File: config.mk
export PLATFORM = sky130hd
export DESIGN_NAME = vga_fade_stage_flat
export DESIGN_NICKNAME = d
export VERILOG_FILES = /design/src/rtl/vga_fade_stage_if.sv /design/src/rtl/vga_fade_stage.sv /design/src/flat_wrapper.sv
export SDC_FILE = /design/constraint.sdc
export NUM_CORES = 1
export LEC_CHECK = 0
export ABC_AREA = 1
export BUFFER_PORTS_ARGS = -buffer_cell sky130_fd_sc_hd__clkbuf_2
export CAP_MARGIN = 0
export CORE_ASPECT_RATIO = 0.8
export CORE_MARGIN = 2
export CORE_UTILIZATION = 54
export CTS_CLUSTER_SIZE = 28
export DETAILED_ROUTE_END_ITERATION = 16
export PLACE_DENSITY = 0.82
export SLEW_MARGIN = 5
export SYNTH_ARGS = -nofsm -noshare
export SYNTH_HDL_FRONTEND = slang
export SYNTH_SLANG_ARGS = --single-unit
File: constraint.sdc
create_clock -name clk_25 -period 4.2 [get_ports clk_25]
set_clock_uncertainty 0.05 [all_clocks]
set_input_delay 0.21 -clock clk_25 [delete_from_list [all_inputs] [get_ports clk_25]]
set_output_delay 0.21 -clock clk_25 [all_outputs]
set_load 0.1 [all_outputs]
File: src/rtl/vga_fade_stage_if.sv
// rtl/vga_fade_stage_if.sv - vga chain bundle shared by display pipeline stages
interface vga;
    logic [10:0] pxl_x;
    logic [10:0] pxl_y;
    logic [3:0]  red;
    logic [3:0]  green;
    logic [3:0]  blue;
    logic        hsync;
    logic        vsync;
    logic        en;

    modport in  (input  pxl_x, pxl_y, red, green, blue, hsync, vsync, en);
    modport out (output pxl_x, pxl_y, red, green, blue, hsync, vsync, en);
endinterface

File: src/rtl/vga_fade_stage.sv
// rtl/vga_fade_stage.sv - frame-synchronous brightness fader at the end of the vga chain
module vga_fade_stage #(
    parameter int FRAMES_PER_STEP = 4,
    parameter bit START_VISIBLE   = 1'b1,
    parameter bit VSYNC_ACTIVE    = 1'b0
) (
    input  logic       clk_25,
    input  logic       resetN,
    vga.in             vga_in,
    vga.out            vga_out,
    input  logic       fade_out_req,
    input  logic       fade_in_req,
    output logic       busy,
    output logic       done,
    output logic [4:0] level
);

    localparam logic [1:0] S_ON         = 2'd0;
    localparam logic [1:0] S_OFF        = 2'd1;
    localparam logic [1:0] S_FADING_OUT = 2'd2;
    localparam logic [1:0] S_FADING_IN  = 2'd3;

    localparam logic [1:0] RESET_STATE = START_VISIBLE ? S_ON : S_OFF;
    localparam logic [4:0] RESET_LEVEL = START_VISIBLE ? 5'd16 : 5'd0;
    localparam logic [7:0] LAST_COUNT  = 8'(FRAMES_PER_STEP - 1);

    logic [10:0] r_pxl_x;
    logic [10:0] r_pxl_y;
    logic [3:0]  r_red;
    logic [3:0]  r_green;
    logic [3:0]  r_blue;
    logic        r_hsync;
    logic        r_vsync;
    logic        r_en;

    logic [1:0]  r_state;
    logic [4:0]  r_level;
    logic [7:0]  r_cnt;
    logic        r_done;

    logic [1:0]  w_state_nxt;
    logic [4:0]  w_level_nxt;
    logic [7:0]  w_cnt_nxt;
    logic        w_done_nxt;
    logic        w_tick;

    // colour * level / 16; the 9-bit product is truncated back to 4 bits
    function automatic logic [3:0] scale(input logic [3:0] c, input logic [4:0] l);
        return 4'(({5'd0, c} * {4'd0, l}) >> 4);
    endfunction

    // The registered vsync doubles as the previous-vsync sample for edge detection
    assign w_tick = (r_vsync != VSYNC_ACTIVE) && (vga_in.vsync == VSYNC_ACTIVE);

    // Next-state logic: request handling, frame counting and level stepping
    always_comb begin
        w_state_nxt = r_state;
        w_level_nxt = r_level;
        w_cnt_nxt   = r_cnt;
        w_done_nxt  = 1'b0;
        case (r_state)
            S_ON: begin
                if (fade_out_req) begin
                    w_state_nxt = S_FADING_OUT;
                    w_cnt_nxt   = '0;
                end
            end
            S_OFF: begin
                if (fade_in_req) begin
                    w_state_nxt = S_FADING_IN;
                    w_cnt_nxt   = '0;
                end
            end
            S_FADING_OUT: begin
                // fade_out_req has priority, so only a lone fade_in_req reverses
                if (fade_in_req && !fade_out_req) begin
                    w_cnt_nxt   = '0;
                    w_state_nxt = (r_level == 5'd16) ? S_ON : S_FADING_IN;
                end else if (w_tick) begin
                    if (r_cnt == LAST_COUNT) begin
                        w_cnt_nxt   = '0;
                        w_level_nxt = r_level - 5'd1;
                        if (r_level == 5'd1) begin
                            w_state_nxt = S_OFF;
                            w_done_nxt  = 1'b1;
                        end
                    end else begin
                        w_cnt_nxt = r_cnt + 8'd1;
                    end
                end
            end
            S_FADING_IN: begin
                if (fade_out_req) begin
                    w_cnt_nxt   = '0;
                    w_state_nxt = (r_level == 5'd0) ? S_OFF : S_FADING_OUT;
                end else if (w_tick) begin
                    if (r_cnt == LAST_COUNT) begin
                        w_cnt_nxt   = '0;
                        w_level_nxt = r_level + 5'd1;
                        if (r_level == 5'd15) begin
                            w_state_nxt = S_ON;
                            w_done_nxt  = 1'b1;
                        end
                    end else begin
                        w_cnt_nxt = r_cnt + 8'd1;
                    end
                end
            end
            default: begin
                w_state_nxt = RESET_STATE;
                w_level_nxt = RESET_LEVEL;
                w_cnt_nxt   = '0;
            end
        endcase
    end

    // Control state registers
    always_ff @(posedge clk_25 or negedge resetN) begin
        if (!resetN) begin
            r_state <= RESET_STATE;
            r_level <= RESET_LEVEL;
            r_cnt   <= '0;
            r_done  <= 1'b0;
        end else begin
            r_state <= w_state_nxt;
            r_level <= w_level_nxt;
            r_cnt   <= w_cnt_nxt;
            r_done  <= w_done_nxt;
        end
    end

    // One-stage datapath; colours scaled by the level held before this edge
    always_ff @(posedge clk_25 or negedge resetN) begin
        if (!resetN) begin
            r_pxl_x <= '0;
            r_pxl_y <= '0;
            r_red   <= '0;
            r_green <= '0;
            r_blue  <= '0;
            r_hsync <= 1'b0;
            r_vsync <= 1'b0;
            r_en    <= 1'b0;
        end else begin
            r_pxl_x <= vga_in.pxl_x;
            r_pxl_y <= vga_in.pxl_y;
            r_red   <= scale(vga_in.red,   r_level);
            r_green <= scale(vga_in.green, r_level);
            r_blue  <= scale(vga_in.blue,  r_level);
            r_hsync <= vga_in.hsync;
            r_vsync <= vga_in.vsync;
            r_en    <= vga_in.en;
        end
    end

    assign vga_out.pxl_x = r_pxl_x;
    assign vga_out.pxl_y = r_pxl_y;
    assign vga_out.red   = r_red;
    assign vga_out.green = r_green;
    assign vga_out.blue  = r_blue;
    assign vga_out.hsync = r_hsync;
    assign vga_out.vsync = r_vsync;
    assign vga_out.en    = r_en;

    assign busy  = (r_state == S_FADING_OUT) || (r_state == S_FADING_IN);
    assign done  = r_done;
    assign level = r_level;

endmodule

File: src/flat_wrapper.sv
// flat-port wrapper written by rule: the top's interface ports become plain ports
module vga_fade_stage_flat 
#(
    parameter int FRAMES_PER_STEP = 4,
    parameter bit START_VISIBLE   = 1'b1,
    parameter bit VSYNC_ACTIVE    = 1'b0
)
  (clk_25, resetN, fade_out_req, fade_in_req, busy, done, level, vga_in_pxl_x, vga_in_pxl_y, vga_in_red, vga_in_green, vga_in_blue, vga_in_hsync, vga_in_vsync, vga_in_en, vga_out_pxl_x, vga_out_pxl_y, vga_out_red, vga_out_green, vga_out_blue, vga_out_hsync, vga_out_vsync, vga_out_en);
  vga vga_in_i ();
  vga vga_out_i ();
  input  logic clk_25;
  input  logic resetN;
  input  logic fade_out_req;
  input  logic fade_in_req;
  output logic busy;
  output logic done;
  output logic [4:0] level;
  input wire logic [$bits(vga_in_i.pxl_x)-1:0] vga_in_pxl_x;
  input wire logic [$bits(vga_in_i.pxl_y)-1:0] vga_in_pxl_y;
  input wire logic [$bits(vga_in_i.red)-1:0] vga_in_red;
  input wire logic [$bits(vga_in_i.green)-1:0] vga_in_green;
  input wire logic [$bits(vga_in_i.blue)-1:0] vga_in_blue;
  input wire logic [$bits(vga_in_i.hsync)-1:0] vga_in_hsync;
  input wire logic [$bits(vga_in_i.vsync)-1:0] vga_in_vsync;
  input wire logic [$bits(vga_in_i.en)-1:0] vga_in_en;
  output wire logic [$bits(vga_out_i.pxl_x)-1:0] vga_out_pxl_x;
  output wire logic [$bits(vga_out_i.pxl_y)-1:0] vga_out_pxl_y;
  output wire logic [$bits(vga_out_i.red)-1:0] vga_out_red;
  output wire logic [$bits(vga_out_i.green)-1:0] vga_out_green;
  output wire logic [$bits(vga_out_i.blue)-1:0] vga_out_blue;
  output wire logic [$bits(vga_out_i.hsync)-1:0] vga_out_hsync;
  output wire logic [$bits(vga_out_i.vsync)-1:0] vga_out_vsync;
  output wire logic [$bits(vga_out_i.en)-1:0] vga_out_en;
  assign vga_in_i.pxl_x = vga_in_pxl_x;
  assign vga_in_i.pxl_y = vga_in_pxl_y;
  assign vga_in_i.red = vga_in_red;
  assign vga_in_i.green = vga_in_green;
  assign vga_in_i.blue = vga_in_blue;
  assign vga_in_i.hsync = vga_in_hsync;
  assign vga_in_i.vsync = vga_in_vsync;
  assign vga_in_i.en = vga_in_en;
  assign vga_out_pxl_x = vga_out_i.pxl_x;
  assign vga_out_pxl_y = vga_out_i.pxl_y;
  assign vga_out_red = vga_out_i.red;
  assign vga_out_green = vga_out_i.green;
  assign vga_out_blue = vga_out_i.blue;
  assign vga_out_hsync = vga_out_i.hsync;
  assign vga_out_vsync = vga_out_i.vsync;
  assign vga_out_en = vga_out_i.en;
  vga_fade_stage #(.FRAMES_PER_STEP(FRAMES_PER_STEP), .START_VISIBLE(START_VISIBLE), .VSYNC_ACTIVE(VSYNC_ACTIVE)) u_core (.clk_25(clk_25), .resetN(resetN), .vga_in(vga_in_i), .vga_out(vga_out_i), .fade_out_req(fade_out_req), .fade_in_req(fade_in_req), .busy(busy), .done(done), .level(level));
endmodule
==> flow_summary.json <==
{
  "outcome": "finished clean",
  "synth_xor_area_share_pct": 5.52,
  "r2r-end": "u_core.vga_out.red[2]",
  "drive_gt1_share_pct": 21.4,
  "cellPowerDensity_mw_per_mm2": 528,
  "grt_pass1_wl_mm": 12.8,
  "die-area_mm2": 0.00713,
  "synth_ff_type": "dfrtp_1",
  "grt_usage_pct": 22.0,
  "die_w_um": 93.9,
  "pwr-share-clk_pct": 12.4,
  "num_rows": 26,
  "crit_slowest_cell": "dfrtp_1",
  "ir_worst_vdd_mv": 0.214,
  "synth_top_area_share_pct": 37.3,
  "clock_latency_ns": 0.31,
  "switchingPower_mw": 1.26,
  "antenna_cells": 0,
  "clk_pin_slew_ns": 0.10,
  "finalWorstSetupSlack_ns": 1.14,
  "p_leak_nw": 2.46,
  "cts_tree": "done",
  "synthesis.nets": 492,
  "yosysMostFrequentCell": "nand2_1",
  "dr.first_iter.drc_count": 132,
  "clock_sinks": 53,
  "seq_power_share_pct": 30.5,
  "slew_headroom_pct": 57.7,
  "p_comb_share_pct": 57.0,
  "critPathMostFrequentCell": "nand2_1",
  "reg2reg_setup_slack_ns": 1.14,
  "rr_worst_depth": 15,
  "ys_top_cells_by_count": "110 x nand2_1, 70 x inv_1, 52 x dfrtp_1",
  "ctsHtreeMaxLevel": 2,
  "fin_hold_ws_ns": 0.279,
  "ys_ff_latch": 53,
  "crit_fanout": 17,
  "final_nets": 603,
  "via_per_inst": 4.90,
  "cts_buffer_depth": 2,
  "slowest_delay_ns": 0.70,
  "worstPathRequired_ns": 4.36,
  "start_util_pct": 55.3,
  "synth_top_family_by_area": "simple AND/OR/NAND/NOR gates",
  "drv_slew": 0,
  "coreArea_mm2": 0.00631,
  "hold_class": "in2reg",
  "synth-edff-count": 0,
  "yosysWarnings": 0,
  "synth_compound_area_share_pct": 5.59,
  "setup_viol": 0,
  "overflow": 0,
  "max_cap_viol_count": 0,
  "grt_max_degree": 54,
  "place_hpwl_mm": 5.43,
  "synth_largest_area_cell": "dfrtp_1",
  "cts_buffers": 5,
  "first_pass_iters": 4,
  "via_count": 2934,
  "synth_fa_ha_area_share_pct": 20.4,
  "num_io_pins": 85,
  "cp_top_family": "adder cells",
  "utilization_pct": 68.8,
  "drc": 0,
  "ant_nets": 0,
  "netSwitchingFraction_pct": 54.7,
  "wirelength_mm": 7.21,
  "synth_seq_area_share_pct": 38.0,
  "yosysUniqueCellTypes": 33,
  "period_share_pct": 72.9,
  "power_mw": 2.30,
  "synthMuxAreaShare_pct": 0,
  "rsz0062_at_grt": "false",
  "postPlaceCellArea_mm2": 0.00399,
  "area_growth_pct": 24.4,
  "crit_start": "u_core.level[0]",
  "synth.avg_cell_area_um2": 8.66,
  "yosys.area_share.simple_pct": 21.6,
  "grt_pass1_vias": 3038,
  "place_inst": 565,
  "r2r_start": "u_core.level[0]",
  "fmax_mhz": 327,
  "min_path_cells": 4,
  "ctsResizeCount": 0,
  "instances_no_fill": 599,
  "endpoint": "u_core.vga_out.red[2]",
  "syn_area_mm2": 0.00349,
  "place.gp.congestion": 0.835,
  "tightestPinTransition_ns": 0.635,
  "hold_viol": 0,
  "dpl_worst_slack_ns": 1.14,
  "wl_per_cell_um": 12.0,
  "crit_chain": "nand2_1 -> fa_1 -> fa_1 -> inv_1 -> ha_1 -> nand2_1 -> inv_1 -> nand4_1 -> nand2_1 -> nand2_1 -> nand2_1 -> nand2_1 -> nand2_1 -> nand2_1 -> nand2_1",
  "cp.arrival_ns": 3.22,
  "crit_path_end_kind": "flop",
  "cp-start-kind": "flop",
  "antenna_found_initial": 0,
  "die_h_um": 75.9,
  "synth_area_leaders": "dfrtp_1 37%, ha_1 12%, nand2_1 12%, fa_1 8.6%, inv_1 7.5%",
  "postSynthCellCount": 403,
  "critPathBufInv": 2,
  "design_area_mm2": 0.00434,
  "io_buffers": 84,
  "cp.depth": 15,
  "timing_worst_setup_path_type": "reg2reg",
  "setup_tns_ns": 0,
  "n_fill_cell": 512,
  "period_needed_ns": 3.06,
  "intPower_mw": 1.04,
  "async_flop_share_pct": 100,
  "cts-root-buf": "clkbuf_8"
}
layout by cell type, fill, tap and decap left out, types with 2 or more instances in the layout:
| cell | instances |
|---|---|
| a21oi_1 | 10 |
| a22oi_1 | 2 |
| clkbuf_2 | 84 |
| clkbuf_8 | 5 |
| dfrtp_1 | 52 |
| dlygate4sd3_1 | 26 |
| fa_1 | 15 |
| ha_1 | 33 |
| inv_1 | 70 |
| inv_2 | 2 |
| nand2_1 | 110 |
| nand2_2 | 2 |
| nand2_4 | 3 |
| nand3_1 | 12 |
| nand3b_1 | 4 |
| nand4_1 | 9 |
| nor2_1 | 21 |
| nor2_2 | 3 |
| o211ai_1 | 4 |
| o21ai_0 | 4 |
| o21bai_1 | 2 |
| o22ai_1 | 6 |
| xnor2_1 | 4 |
| xor2_1 | 18 |
power groups by stage:
stage / sequential (mW) / clock (mW) / combinational, mW
after floorplan: 1.19 / 0 / 0.579
after global placement: 0.708 / 0 / 1.26
after detailed placement: 0.711 / 0 / 1.30
after CTS: 0.701 / 0.297 / 1.32
after global routing: 0.717 / 0.317 / 1.43
final: 0.701 / 0.285 / 1.31
logic make-up after synthesis:
kind of cell,count (synthesis)
compound gates,31
simple gates,169
fa+ha+maj,48
buf+inv,80
flops,53
xor+xnor,22
worst min path at each step:
stage	startpoint	endpoint
finish	fade_out_req	u_core.r_state[1]
global route	fade_out_req	u_core.r_state[1]
CTS	fade_out_req	u_core.r_state[1]
detailed placement	vga_in_pxl_y[5]	u_core.vga_out.pxl_y[5]
global placement	vga_in_pxl_y[9]	u_core.vga_out.pxl_y[9]
floorplan	resetN	asynchronous set/reset pin
worst register-to-register path: cells and delay by family, from the launching register on:
| family | cells | cell delay [ns] |
|---|---|---|
| AND/OR/NAND/NOR | 10 | 0.78 |
| buffers and inverters | 2 | 0.08 |
| adder cells (fa/ha/maj) | 3 | 1.36 |
| flip-flops | 1 | 0.70 |
timing repair:
action	in CTS	in global routing
endpoints found under the hold margin	77	0
hold buffers	26	0
setup buffers	0	0
state kept, by name, indices dropped and copies added (netlist names), 4 cells and up, named ones only:
| register | count |
|---|---|
| u_core.vga_out.red | 4 |
| u_core.vga_out.green | 4 |
| u_core.vga_out.pxl_x | 11 |
| u_core.vga_out.blue | 4 |
| u_core.vga_out.pxl_y | 11 |
| u_core.level | 5 |
| u_core.r_cnt | 8 |
metal layers:
| layer | global-route usage [%] | share of wire, % |
|---|---|---|
| met5 | 0 | 0 |
| met1 | 26.8 | 44 |
| met3 | 4.08 | 5.6 |
| met4 | 5.22 | 0.82 |
| met2 | 39.8 | 49 |
layout make-up:
type	count	area (µm²)	area share (%)
multi-input cells	270	1850	42.7
flip-flops and latches	53	1330	30.6
repair buffers	111	688	15.8
inverters	73	279	6.42
well taps	84	105	2.42
clock buffers	5	68.8	1.58
clock inverters	3	21.3	0.490
No activity file was read; power rests on OpenSTA's default activity.
